==> config.mk <==
export PLATFORM = sky130hd
export DESIGN_NAME = jk_button_driver
export DESIGN_NICKNAME = d
export VERILOG_FILES = /design/src/rtl/jk_button_driver.sv
export SDC_FILE = /design/constraint.sdc
export NUM_CORES = 1
export LEC_CHECK = 0
export BUFFER_PORTS_ARGS = -buffer_cell sky130_fd_sc_hd__buf_4
export CORE_AREA = 2 2 75 77
export CTS_CLUSTER_SIZE = 10
export DETAILED_ROUTE_END_ITERATION = 7
export DIE_AREA = 0 0 77 79
export PLACE_DENSITY = 0.79
export SLEW_MARGIN = 20
export SYNTH_ARGS = -nofsm -noshare
export SYNTH_HDL_FRONTEND = slang
export SYNTH_SLANG_ARGS = --single-unit
==> constraint.sdc <==
create_clock -name clk -period 6 [get_ports clk]
set_clock_uncertainty 0.1 [all_clocks]
set_input_delay 0.9 -clock clk [delete_from_list [all_inputs] [get_ports clk]]
set_output_delay 0.9 -clock clk [all_outputs]
set_load 0.005 [all_outputs]
==> src/rtl/jk_button_driver.sv <==
// jk_button_driver: sync + debounce of set/clear buttons into one-cycle
// j/k pulses and debounced levels for a downstream jkff.
//
// Ports:
//   clk        rising-edge clock
//   reset      async active-high reset
//   btn_set    raw set button (async, active-high)
//   btn_clr    raw clear button (async, active-high)
//   j, k       registered one-cycle set/clear requests
//   set_level  debounced level of btn_set
//   clr_level  debounced level of btn_clr
//
// Build option: define JKDRV_AUTO_REPEAT_EN to re-pulse every
// REPEAT_CYCLES clocks while a button stays pressed.
module jk_button_driver #(
  parameter int unsigned DB_CYCLES     = 4,
  parameter int unsigned REPEAT_CYCLES = 8,
  parameter int unsigned CNT_W         = 20
) (
  input  logic clk,
  input  logic reset,
  input  logic btn_set,
  input  logic btn_clr,
  output logic j,
  output logic k,
  output logic set_level,
  output logic clr_level
);

  typedef enum logic [1:0] {
    RELEASED     = 2'd0,
    PRESS_WAIT   = 2'd1,
    PRESSED      = 2'd2,
    RELEASE_WAIT = 2'd3
  } state_t;

  localparam longint unsigned MAX_CNT =
    (DB_CYCLES > REPEAT_CYCLES) ? DB_CYCLES : REPEAT_CYCLES;

  if (DB_CYCLES < 1 || REPEAT_CYCLES < 2 ||
      MAX_CNT >= (64'd1 << CNT_W)) begin : g_bad_cfg
    $error("jk_button_driver: bad parameter set");
  end

  localparam logic [CNT_W-1:0] DB_MAX = CNT_W'(DB_CYCLES);
  localparam logic [CNT_W-1:0] ONE    = CNT_W'(1);
`ifdef JKDRV_AUTO_REPEAT_EN
  localparam logic [CNT_W-1:0] RPT_LAST = CNT_W'(REPEAT_CYCLES - 1);
`endif

  logic [1:0] w_btn;
  logic [1:0] w_pulse;
  logic [1:0] w_level;

  assign w_btn = {btn_clr, btn_set};

  for (genvar g = 0; g < 2; g++) begin : g_ch
    logic             r_meta;
    logic             r_sync;
    logic             r_pulse;
    logic             r_level;
    state_t           r_state;
    state_t           w_state_nxt;
    logic [CNT_W-1:0] r_cnt;
    logic [CNT_W-1:0] w_cnt_nxt;
    logic             w_pulse_nxt;
    logic             w_level_nxt;
`ifdef JKDRV_AUTO_REPEAT_EN
    logic [CNT_W-1:0] r_rpt;
    logic [CNT_W-1:0] w_rpt_nxt;
`endif

    always_comb begin
      w_state_nxt = r_state;
      w_cnt_nxt   = r_cnt;
      w_pulse_nxt = 1'b0;
`ifdef JKDRV_AUTO_REPEAT_EN
      w_rpt_nxt   = r_rpt;
`endif
      unique case (r_state)
        RELEASED: begin
          if (r_sync) begin
            w_state_nxt = PRESS_WAIT;
            w_cnt_nxt   = ONE;
          end
        end
        PRESS_WAIT: begin
          if (!r_sync) begin
            w_state_nxt = RELEASED;
            w_cnt_nxt   = '0;
          end else if (r_cnt == DB_MAX) begin
            w_state_nxt = PRESSED;
            w_cnt_nxt   = '0;
            w_pulse_nxt = 1'b1;
`ifdef JKDRV_AUTO_REPEAT_EN
            w_rpt_nxt   = '0;
`endif
          end else begin
            w_cnt_nxt = r_cnt + ONE;
          end
        end
        PRESSED: begin
          if (!r_sync) begin
            w_state_nxt = RELEASE_WAIT;
            w_cnt_nxt   = ONE;
`ifdef JKDRV_AUTO_REPEAT_EN
            w_rpt_nxt   = '0;
`endif
          end else begin
`ifdef JKDRV_AUTO_REPEAT_EN
            // counter value REPEAT_CYCLES is never stored: wrap and pulse
            if (r_rpt == RPT_LAST) begin
              w_rpt_nxt   = '0;
              w_pulse_nxt = 1'b1;
            end else begin
              w_rpt_nxt = r_rpt + ONE;
            end
`endif
          end
        end
        RELEASE_WAIT: begin
          if (r_sync) begin
            w_state_nxt = PRESSED;
            w_cnt_nxt   = '0;
`ifdef JKDRV_AUTO_REPEAT_EN
            w_rpt_nxt   = '0;
`endif
          end else if (r_cnt == DB_MAX) begin
            w_state_nxt = RELEASED;
            w_cnt_nxt   = '0;
          end else begin
            w_cnt_nxt = r_cnt + ONE;
          end
        end
      endcase
    end

    // level registered from next state so outputs stay flop-driven
    assign w_level_nxt = (w_state_nxt == PRESSED) ||
                         (w_state_nxt == RELEASE_WAIT);

    always_ff @(posedge clk or posedge reset) begin
      if (reset) begin
        r_meta  <= 1'b0;
        r_sync  <= 1'b0;
        r_state <= RELEASED;
        r_cnt   <= '0;
        r_pulse <= 1'b0;
        r_level <= 1'b0;
`ifdef JKDRV_AUTO_REPEAT_EN
        r_rpt   <= '0;
`endif
      end else begin
        r_meta  <= w_btn[g];
        r_sync  <= r_meta;
        r_state <= w_state_nxt;
        r_cnt   <= w_cnt_nxt;
        r_pulse <= w_pulse_nxt;
        r_level <= w_level_nxt;
`ifdef JKDRV_AUTO_REPEAT_EN
        r_rpt   <= w_rpt_nxt;
`endif
      end
    end

    assign w_pulse[g] = r_pulse;
    assign w_level[g] = r_level;
  end

  assign j         = w_pulse[0];
  assign k         = w_pulse[1];
  assign set_level = w_level[0];
  assign clr_level = w_level[1];

endmodule

* Word level (Yosys, flattened, before mapping)
Index checks and enable logic that the tools add are counted.
Cells by class: reductions and logical operators 6, muxes and demuxes 32, add/sub/neg operators 2, equality and inequality tests 16
Operators with widths (count):
- $mux W20 | 10
- $pmux W20 S4 | 2
- $add A20 B1 Y20 const B | 2
- $eq A20 B3 Y1 const B | 2
- $mux W2 | 12
- $eq A2 B2 Y1 const B | 8
- $pmux W2 S4 | 2
- $ne A2 B2 Y1 const B | 4
- $mux W1 | 6
- $eq A2 B1 Y1 const B | 2
- $logic_not A2 Y1 | 2
- $reduce_and A2 Y1 | 2
- $logic_or A1 B1 Y1 | 2
Word-level totals: output and inout bits 4, word-level logic and storage cells 68, register bits after elaboration 52

* Longest topological paths before layout
Gate-level depths: netlist of the first run.
word-level depth 6, gate-level depth with buffers 8, depth with buffers taken out 7

* Worst setup path after synthesis of the first run
OpenSTA, ideal clock, no wires.
path type reg2reg, start register g_ch[0].r_cnt[15], end register g_ch[0].r_state[1], library setup time 125 ps, period minus slack after synthesis 1890 ps, buffers on the path 0, arrival 1665 ps, path slack 4110 ps, cell stages (with the launch flop) 4, path through dfrtp_1 > or4_4 > nor4_4 > mux2_2
On the way: cells in the longest elaborated chain, start to end 4, elaborated cells on any way between the ends 6, classes of those cells eq/ne: 1; mux: 5
RTL lines:
- start, declared | line 64 | logic [CNT_W-1:0] r_cnt;
- start signal, assigned | line 157 | r_cnt <= w_cnt_nxt;
- $eq A20 B3 Y1 * | line 91, 128
- $mux W2 (on tied branches) | line 128, 91
- $mux W2 (on tied branches) | line 122, 88
- $pmux W2 S4 * | line 80 | unique case (r_state)
- net g_ch[0].w_state_nxt[1] | line 63 | state_t w_state_nxt;
- end signal, assigned | line 156 | r_state <= w_state_nxt;
- end, declared | line 62 | state_t r_state;
Mark *: on every way through the listed nets, which the timed path passes. The rest lies on a longest branch. A chain may end at the register's enable or synchronous reset.

* Worst setup path in the final report of the first run
start register g_ch[1].r_cnt[0], end register g_ch[1].r_cnt[2]
On the way: cells in the longest elaborated chain, start to end 4, elaborated cells on any way between the ends 6, classes of those cells add/sub: 1; eq/ne: 1; mux: 4
RTL lines (line):
- start, declared | 64
- start signal, assigned | 157
- $add A20 B1 Y20 / $eq A20 B3 Y1 (equally long branches)
- $mux W20 * | 91, 128
- $mux W20 (on tied branches) | 122, 88
- $pmux W20 S4 * | 80
Every way passes the cells marked *; elsewhere a longest branch is shown, timed or not.

==> results of run 1 <==
[power groups by stage]
stage | combinational, mW | sequential, mW | clock (mW)
floorplan | 0.219 | 0.407 | 0
global placement | 0.264 | 0.413 | 0
detailed placement | 0.272 | 0.413 | 0
CTS | 0.272 | 0.407 | 0.288
global route | 0.306 | 0.415 | 0.303
finish | 0.270 | 0.407 | 0.278
[through the flow]
stage | total power, mW | setup WS [ps] | std cells | area (sq um)
after floorplan | 0.6252 | 3770 | 310 | 2844
after global placement | 0.6769 | 3758 | 377 | 2914
after detailed placement | 0.6849 | 3669 | 377 | 2914
after CTS | 0.9672 | 3654 | 385 | 3047
after global routing | 1.023 | 3398 | 385 | 3048
final | 0.9551 | 3671 | 385 | 3048
[state kept, by name, indices dropped and copies added (netlist names)]
| name | flops |
|---|---|
| g_ch.r_meta | 2 |
| g_ch.r_cnt | 40 |
| set_level | 1 |
| g_ch.r_state | 3 |
| g_ch.r_sync | 2 |
| clr_level | 1 |
| j | 1 |
| k | 1 |
[area by class of cell]
| class | count | area share, % |
|---|---|---|
| Clock buffer | 6 | 2.381 |
| Clock inverter | 2 | 1.970 |
| Inverter | 14 | 1.765 |
| Multi-Input combinational cell | 233 | 47.33 |
| Sequential cell | 51 | 41.87 |
| Tap cell | 72 | 2.956 |
| Timing Repair Buffer | 7 | 1.724 |
[logic make-up after synthesis]
group | count (synthesis) | share of synthesized area [%]
DFF | 51 | 44.87
AOI/OAI and AO/OA | 55 | 12.19
and+or+nand+nor | 157 | 31.02
buffers and inverters | 26 | 4.399
xor gates and xnor gates | 8 | 2.464
adders and majority gates | 4 | 1.760
muxes | 9 | 3.300
[critical path: stages (launching register included)]
cell	delay, ps
dfrtp_1	440
inv_1	90
ha_1	140
nor4b_1	320
nand3_1	180
o21ai_1	550
o21ai_0	160
a22o_1	250
[path summary, 6_finish.rpt]
kind / endpoint / depth (start not counted) / from
setup / recovery: g_ch[1].r_cnt[2] / 7 / g_ch[1].r_cnt[0]
hold / removal: g_ch[1].r_sync / 0 / g_ch[1].r_meta
setup reg to reg: g_ch[1].r_cnt[2] / 7 / g_ch[1].r_cnt[0]
hold reg to reg: g_ch[1].r_sync / 0 / g_ch[1].r_meta
max in group asynchronous: g_ch[0].r_cnt[18] / 2 / reset
min in group asynchronous: g_ch[0].r_cnt[6] / 2 / reset
[metal layers]
metal  part of all wire [%]  vias up  wire [um]
li1                       -     1130          -
met1                     45     1098       2523
met2                     51       45       2849
met3                    3.2        4        177
met4                   0.82        0         46
met5                      0        -          0
[cells in the mapped netlist (2+ instances only)]
master    instances
a21o_1            8
a21oi_1          12
a22o_1            2
and2_1            4
and3_1            9
and4b_1           2
buf_2             5
clkbuf_1          3
clkbuf_2          2
dfrtp_1          51
ha_1              4
inv_1            14
mux2_2            3
mux2i_1           6
nand2_1          29
nand3_1          38
nand4_1          10
nor2_1           19
nor2b_1           2
nor3_1            5
nor3b_1           6
nor4_1            8
nor4_4            2
nor4b_1           3
o211ai_1          2
o21a_1            2
o21ai_0          17
o21ai_1           5
or2_2             3
or3_1             9
or3_2             3
xnor2_1           5
xor2_1            3
==> impl_metrics.py, run 1 <==
metrics = {
    "clock_tree": {
        "post_cts_resize_count": 0,
        "cts.clk_slew.worst_paths_ps": 90,
        "cts.sinks": 51,
        "cts_tree": "yes",
        "cts_buffer_depth": 2,
        "clock_latency_ps": 300,
        "cts_buffers": 5,
        "clock-root-buffer": "clkbuf_8",
        "cts_hold_buffers": 0,
        "cts_setup_buffers": 0,
        "htreeDepth": 2,
    },
    "worst_setup_path": {
        "cp.arrival_ps": 2430,
        "path_class": "flop to flop",
        "startpoint_type": "flop",
        "cp.required_ps": 6100,
        "r2r_slack_ps": 3670,
        "endpoint_kind": "flop",
        "path_max_fanout": 12,
    },
    "global_routing": {
        "met3_usage_pct": 4.318,
        "grt_usage_pct": 20.40,
        "antenna_found_initial": 0,
        "first_global_vias": 2187,
        "grt_max_degree": 52,
        "grt_remaining_overflow": 0,
        "gr-max-usage-layer": "met2",
        "grt_pass1_wl_um": 9949,
        "use_met2_pct": 35.79,
        "grtUsageMet1_pct": 24.63,
    },
    "timing": {
        "hold_violations": 0,
        "setup_tns_ps": 0,
        "whs_ps": 256.4,
        "slew_viol_final": 0,
        "min_period_over_period_pct": 38.82,
        "max_slew_margin_pct": 31.18,
        "rsz0062_at_grt": "false",
        "setup_viol": 0,
        "fin_crit_ps": 2329,
        "tightest_slew_ps": 1029,
        "max_freq_mhz": 429.4,
    },
    "yosys": {
        "synthFlopType": "dfrtp_1",
        "synth_area_sq_um": 2844,
        "synthArstFlopShare_pct": 100.0,
        "ys_top_cells_by_area": "dfrtp_1 45%, nand3_1 6.7%, nand2_1 3.8%",
        "synth_cell_types": 47,
        "yosys_warnings": 0,
        "ys_seq_elements": 51,
        "synth_top_area_share_pct": 44.87,
        "synth-edff-count": 0,
        "synth_cells": 310,
        "syn_nets": 318,
        "yosysSeqAreaShare_pct": 44.87,
        "yosys.area.top_type": "dfrtp_1",
        "synth_area_per_cell_sq_um": 9.174,
    },
    "power_and_ir_drop": {
        "p_sw_mw": 0.3222,
        "p_leak_nw": 1.333,
        "share_comb_of_total_power_pct": 28.2,
        "vdd_drop_max_v": 0.0002709,
        "intPower_mw": 0.6330,
        "power_frac_clock_pct": 29.1,
        "p_sw_share_pct": 33.73,
        "seq_power_share_pct": 42.6,
        "p_per_area_nw_per_um2": 313.4,
    },
    "finish": {
        "n_fill_cell": 503,
        "utilization_pct": 57.10,
        "regArea_sq_um": 1276,
        "area_growth_pct": 7.171,
        "mostFrequentLayoutCell": "dfrtp_1",
        "nets": 320,
        "antennaDiodeCount": 0,
        "multi_input_comb_area_sq_um": 1443,
        "final_layout_size_suffix_gt1_share_pct": 9.585,
        "layout_common_cells": "51 x dfrtp_1, 38 x nand3_1, 29 x nand2_1",
    },
    "floorplan": {
        "die_height_um": 79,
        "die_w_um": 77,
        "io_pins": 8,
        "initial_core_util_pct": 53.28,
        "rows": 27,
        "core-area_sq_um": 5338,
        "die-area_sq_um": 6083,
    },
    "place": {
        "dp_hpwl_um": 3852,
        "port-buffer-count": 7,
        "gp_congestion": 0.8713,
    },
    "min_path": {
        "hp-class": "flop to flop",
    },
    "detailed_routing": {
        "via_per_inst": 5.914,
        "vias": 2277,
        "drt_iter0_drc": 119,
        "routedWlPerCell_um": 14.54,
        "drt_wl_total_um": 5596,
        "drc": 0,
        "drtPass1Iterations": 5,
        "ant_nets": 0,
    },
    "flow_run": {
        "cap_violations": 0,
    },
    "outcome": {
        "outcome": "finished clean",
    },
}
Power figures use the tool's default switching activity.
==> run 2, diff against run 1 <==
==> constraint.sdc (replaced) <==
create_clock -name clk -period 2.17 [get_ports clk]
set_clock_uncertainty 0.1 [all_clocks]
set_input_delay 0.3255 -clock clk [delete_from_list [all_inputs] [get_ports clk]]
set_output_delay 0.3255 -clock clk [all_outputs]
set_load 0.005 [all_outputs]
==> impl_metrics.py, run 2 (synthesis gave the netlist of run 1 again) <==
metrics = {
    "worst_setup_path": {
        "path_max_fanout": 5,
        "endpoint_kind": "flop",
        "path_class": "flop to flop",
        "cp_slowest_cell": "dfrtp_1",
        "crit_chain": "inv_1, ha_1, nor3b_1, nand2_1, nor4_4, mux2_2",
        "cp.arrival_ps": 2170,
        "startpoint_type": "flop",
        "cpPeakStageDelay_ps": 430,
        "cp.required_ps": 2250,
    },
    "detailed_routing": {
        "drt_wl_total_um": 5845,
        "drtPass1Iterations": 5,
        "ant_nets": 0,
        "drt_iter0_drc": 168,
        "drc": 0,
        "via_per_inst": 5.897,
        "vias": 2353,
        "routedWlPerCell_um": 14.65,
    },
    "timing": {
        "tightest_slew_ps": 959.1,
        "hold_violations": 0,
        "rsz0062_at_grt": "false",
        "fin_crit_ps": 2085,
        "setup_tns_ps": 0,
        "max_freq_mhz": 479.7,
        "setup_viol": 0,
        "slew_viol_final": 0,
        "max_slew_margin_pct": 35.82,
        "min_period_over_period_pct": 96.07,
    },
    "place": {
        "dpl_cell_area_sq_um": 3012,
        "gp_congestion": 0.9122,
        "port-buffer-count": 7,
        "dp_hpwl_um": 4211,
    },
    "floorplan": {
        "die-area_sq_um": 6083,
        "die_height_um": 79,
        "rows": 27,
        "io_pins": 8,
        "initial_core_util_pct": 53.28,
        "die_w_um": 77,
        "core-area_sq_um": 5338,
    },
    "clock_tree": {
        "cts_buffer_depth": 2,
        "cts.clk_slew.worst_paths_ps": 90,
        "htreeDepth": 2,
        "cts.sinks": 51,
        "cts_buffers": 5,
        "clock-root-buffer": "clkbuf_8",
        "clock_latency_ps": 300,
        "cts_tree": "yes",
    },
    "finish": {
        "area_growth_pct": 9.987,
        "regMostFlops": "g_ch.r_cnt",
        "layout_common_cells": "51 x dfrtp_1, 38 x nand3_1, 29 x nand2_1",
        "mostFrequentLayoutCell": "dfrtp_1",
        "final_layout_size_suffix_gt1_share_pct": 14.68,
        "n_fill_cell": 467,
        "largest_register_ffs": 40,
        "largestRegisters": "g_ch.r_cnt: 40 flops, g_ch.r_state: 3 flops",
        "antennaDiodeCount": 0,
        "nets": 334,
        "stdcell_area_sq_um": 3128,
    },
    "power_and_ir_drop": {
        "seq_power_share_pct": 45.4,
        "intPower_mw": 1.569,
        "vdd_drop_max_v": 0.0008209,
        "p_sw_share_pct": 36.76,
        "power_frac_clock_pct": 21.4,
        "p_leak_nw": 1.387,
        "p_sw_mw": 0.9118,
        "share_comb_of_total_power_pct": 33.2,
        "p_per_area_nw_per_um2": 793.1,
    },
    "global_routing": {
        "antenna_found_initial": 0,
        "grt_max_degree": 27,
        "grt_usage_pct": 20.79,
        "grt_pass1_wl_um": 10150,
        "first_global_vias": 2300,
        "grt_remaining_overflow": 0,
    },
    "outcome": {
        "outcome": "finished clean",
    },
    "min_path": {
        "hp-class": "input port to flop",
    },
    "flow_run": {
        "cap_violations": 0,
    },
}
[run 2: worst paths after layout]
kind | endpoint | slack, ps | start | depth (start not counted)
max | set_level | 90 | g_ch[0].r_cnt[0] | 6
min | g_ch[1].r_meta | 30 | btn_clr | 1
max reg2reg | set_level | 90 | g_ch[0].r_cnt[0] | 6
min reg2reg | g_ch[0].r_sync | 260 | g_ch[0].r_meta | 0
max in group asynchronous | g_ch[1].r_meta | 870 | reset | 4
min in group asynchronous | g_ch[1].r_cnt[8] | 510 | reset | 3
[run 2: stage by stage]
stage	hold slack [ps]	util, %	power, mW	setup slack [ps]	instances
3_5_place_dp	244.3	56.42	1.936	56.02	390
6_report	29.37	58.60	2.481	85.24	399
4_1_cts	19.95	58.20	2.472	38.10	399
3_3_place_gp	233.1	56.42	1.918	144.1	390
5_1_grt	9.869	58.60	2.656	4.843	399
2_1_floorplan	231.2	-	1.729	280.1	310
[run 2: what timing repair did]
item                                    in CTS  in global routing
resized for setup                            0                  6
endpoints found under the hold margin       24                  0
buffers inserted                             0                  0
hold buffers                                 1                  0
endpoints found under the setup margin       0                 18
[run 2: per-layer routing]
metal	wire length, um	global-route usage (%)	up-vias
li1	-	-	1161
met5	0	0	-
met4	51	7.679	0
met2	2978	37.02	50
met1	2612	25.00	1138
met3	202	4.318	4
[run 2: power by group through the flow]
stage / Combinational [mW] / Clock [mW] / Sequential [mW]
6_report: 0.822 / 0.532 / 1.13
3_5_place_dp: 0.792 / 0 / 1.14
2_1_floorplan: 0.604 / 0 / 1.12
3_3_place_gp: 0.779 / 0 / 1.14
4_1_cts: 0.796 / 0.550 / 1.13
5_1_grt: 0.922 / 0.590 / 1.14
[run 2: worst max-delay path: cells and delay by family (launching register included)]
family,cells,cell delay (ps)
multiplexers,1,370
AND/OR/NAND/NOR,3,820
buffers and inverters,1,100
adder cells (fa/ha/maj),1,150
flip-flops,1,430
[run 2: layout make-up]
class | instances | area, sq um | share of cell area (%)
Multi-Input combinational cell | 233 | 1464 | 46.80
Clock inverter | 2 | 12.51 | 0.4000
Timing Repair Buffer | 21 | 160.2 | 5.120
Tap cell | 72 | 90.09 | 2.880
Clock buffer | 6 | 72.57 | 2.320
Inverter | 14 | 52.55 | 1.680
Sequential cell | 51 | 1276 | 40.80
==> run 3, diff against run 2 <==
--- a/config.mk
+++ b/config.mk
@@ -5,12 +5,13 @@
 export SDC_FILE = /design/constraint.sdc
 export NUM_CORES = 1
 export LEC_CHECK = 0
+export ABC_AREA = 1
 export BUFFER_PORTS_ARGS = -buffer_cell sky130_fd_sc_hd__buf_4
-export CORE_AREA = 2 2 75 77
+export CORE_AREA = 2 2 78 80
 export CTS_CLUSTER_SIZE = 10
 export DETAILED_ROUTE_END_ITERATION = 7
-export DIE_AREA = 0 0 77 79
-export PLACE_DENSITY = 0.79
+export DIE_AREA = 0 0 80 82
+export PLACE_DENSITY = 0.77
 export SLEW_MARGIN = 20
 export SYNTH_ARGS = -nofsm -noshare
 export SYNTH_HDL_FRONTEND = slang
==> impl_metrics.py, run 3 <==
metrics = {
    "worst_setup_path": {
        "path_max_fanout": 13,
        "startpoint_type": "flop",
        "endpoint_kind": "flop",
        "cpPeakStageDelay_ps": 420,
        "cpMostUsedCell": "nor2_1",
        "path_class": "flop to flop",
        "crit_chain": "inv_1, ha_1, inv_1, nor2_1, nand2_1, nor2_1, nand3_2, a21oi_4, buf_4, nor2_1",
        "critPathTopFamily": "simple AND/OR/NAND/NOR gates",
        "cp_slowest_cell": "dfrtp_1",
        "worst-path-buf-inv": 3,
        "cp.required_ps": 2260,
        "cp.arrival_ps": 1940,
    },
    "yosys": {
        "synth_mux_area_share_pct": 0,
        "synth-edff-count": 0,
        "ys_seq_elements": 51,
        "synthSimpleGateAreaFrac_pct": 37.80,
        "synth_area_sq_um": 3065,
        "ys_top_cells_by_area": "dfrtp_1 42%, nand2_1 15%, nor2_1 7.7%",
        "yosys_warnings": 0,
        "synth_top_family_by_area": "simple AND/OR/NAND/NOR gates",
        "synthArstFlopShare_pct": 100.0,
        "synth-xor-area-share_pct": 5.143,
        "synth_cells": 433,
        "synth_common_cells": "125 x nand2_1, 63 x nor2_1, 57 x inv_1, 51 x dfrtp_1, 42 x nand3_1",
        "synth_compound_area_share_pct": 5.306,
        "yosysMostFrequentCell": "nand2_1",
        "yosys.area.top_type": "dfrtp_1",
        "synth_cell_types": 25,
        "synth_top_area_share_pct": 41.63,
        "synth_fa_ha_area_share_pct": 1.633,
        "yosysSeqAreaShare_pct": 41.63,
        "synthFlopType": "dfrtp_1",
        "syn_nets": 441,
        "synth_area_per_cell_sq_um": 7.080,
    },
    "timing": {
        "whs_ps": 17.67,
        "rsz0062_at_grt": "false",
        "setup_viol": 0,
        "tightest_slew_ps": 419.0,
        "hold_violations": 0,
        "fin_crit_ps": 1854,
        "min_period_over_period_pct": 85.43,
        "slew_viol_final": 0,
        "setup_tns_ps": 0,
        "max_freq_mhz": 539.4,
        "max_slew_margin_pct": 72.03,
    },
    "finish": {
        "largestRegisters": "g_ch.r_cnt: 40 flops, g_ch.r_state: 3 flops",
        "area_growth_pct": 8.898,
        "mostFrequentLayoutCell": "nand2_1",
        "layout_common_cells": "125 x nand2_1, 63 x nor2_1, 56 x inv_1",
        "n_fill_cell": 553,
        "largest_register_ffs": 40,
        "regMostFlops": "g_ch.r_cnt",
        "final_layout_size_suffix_gt1_share_pct": 9.821,
        "nets": 455,
        "antennaDiodeCount": 0,
    },
    "clock_tree": {
        "cts_hold_buffers": 1,
        "clock-root-buffer": "clkbuf_8",
        "cts.sinks": 51,
        "post_cts_resize_count": 0,
        "cts_tree": "yes",
        "cts_buffers": 5,
        "clock_latency_ps": 310,
        "cts_buffer_depth": 2,
        "htreeDepth": 2,
        "cts_setup_buffers": 0,
        "cts.clk_slew.worst_paths_ps": 100,
    },
    "detailed_routing": {
        "drt_wl_total_um": 6720,
        "drtPass1Iterations": 4,
        "via_per_inst": 5.239,
        "ant_nets": 0,
        "vias": 2740,
        "drt_iter0_drc": 175,
        "routedWlPerCell_um": 12.85,
        "drc": 0,
    },
    "global_routing": {
        "grt_max_degree": 22,
        "grt_remaining_overflow": 0,
        "first_global_vias": 2684,
        "grt_pass1_wl_um": 11630,
        "antenna_found_initial": 0,
        "grt_usage_pct": 22.40,
    },
    "floorplan": {
        "initial_core_util_pct": 53.35,
        "core-area_sq_um": 5746,
        "io_pins": 8,
        "die_height_um": 82,
        "rows": 28,
        "die_w_um": 80,
        "die-area_sq_um": 6560,
    },
    "power_and_ir_drop": {
        "p_leak_nw": 1.580,
        "p_per_area_nw_per_um2": 786.2,
        "vdd_drop_max_v": 0.0006827,
    },
    "place": {
        "gp_congestion": 0.9302,
        "dp_hpwl_um": 5065,
        "port-buffer-count": 7,
    },
    "min_path": {
        "hp-class": "input port to flop",
    },
    "flow_run": {
        "cap_violations": 0,
    },
    "outcome": {
        "outcome": "finished clean",
    },
}
[run 3: stage by stage]
stage,power (mW),instance area (sq um),setup slack (ps),std cells,utilization (%)
2_1_floorplan,1.728,3065,515.0,433,-
3_3_place_gp,1.915,3211,422.6,514,55.88
3_5_place_dp,1.939,3211,339.9,514,55.88
4_1_cts,2.634,3338,325.3,523,58.10
5_1_grt,2.772,3338,224.5,523,58.10
6_report,2.625,3338,316.1,523,58.10
[run 3: per-layer routing]
metal | vias to the layer above | track usage (%) | part of all wire [%]
met5 | - | 0 | 0
met4 | 0 | 8.475 | 2.2
met3 | 14 | 3.297 | 3.1
met2 | 58 | 41.25 | 51
met1 | 1285 | 26.34 | 44
li1 | 1383 | - | -
[run 3: final cells by class]
type	instances	area [sq um]	area share, %
repair buffers	13	100.1	2.999
flip-flops and latches	51	1276	38.23
clock buffers	6	82.58	2.474
inverters	59	221.5	6.634
well taps	75	93.84	2.811
multi-input cells	317	1529	45.80
clock inverters	2	35.03	1.049
[run 3: power by group]
part           switching (mW)  total [mW]  leakage [nW]  internal [mW]
Combinational           0.543       0.790         0.829          0.247
Clock                   0.322       0.695        0.0612          0.374
Sequential             0.0992        1.14         0.690           1.04
[run 3: final timing paths]
kind                                  start                end  slack, ps  depth (start not counted)
min in group asynchronous             reset  g_ch[1].r_cnt[14]        470                          3
max reg2reg                g_ch[1].r_cnt[0]  g_ch[1].r_cnt[17]        320                         10
min                                 btn_set     g_ch[0].r_meta         20                          1
max in group asynchronous             reset  g_ch[0].r_cnt[15]        920                          4
min reg2reg                  g_ch[1].r_meta     g_ch[1].r_sync        260                          0
max                        g_ch[1].r_cnt[0]  g_ch[1].r_cnt[17]        320                         10
[run 3: cell families after synthesis]
group / count (synthesis)
AND/OR/NAND/NOR: 267
buffers and inverters: 65
flip-flops: 51
AO/OA/AOI/OAI: 28
XOR/XNOR: 18
adder cells (fa/ha/maj): 4
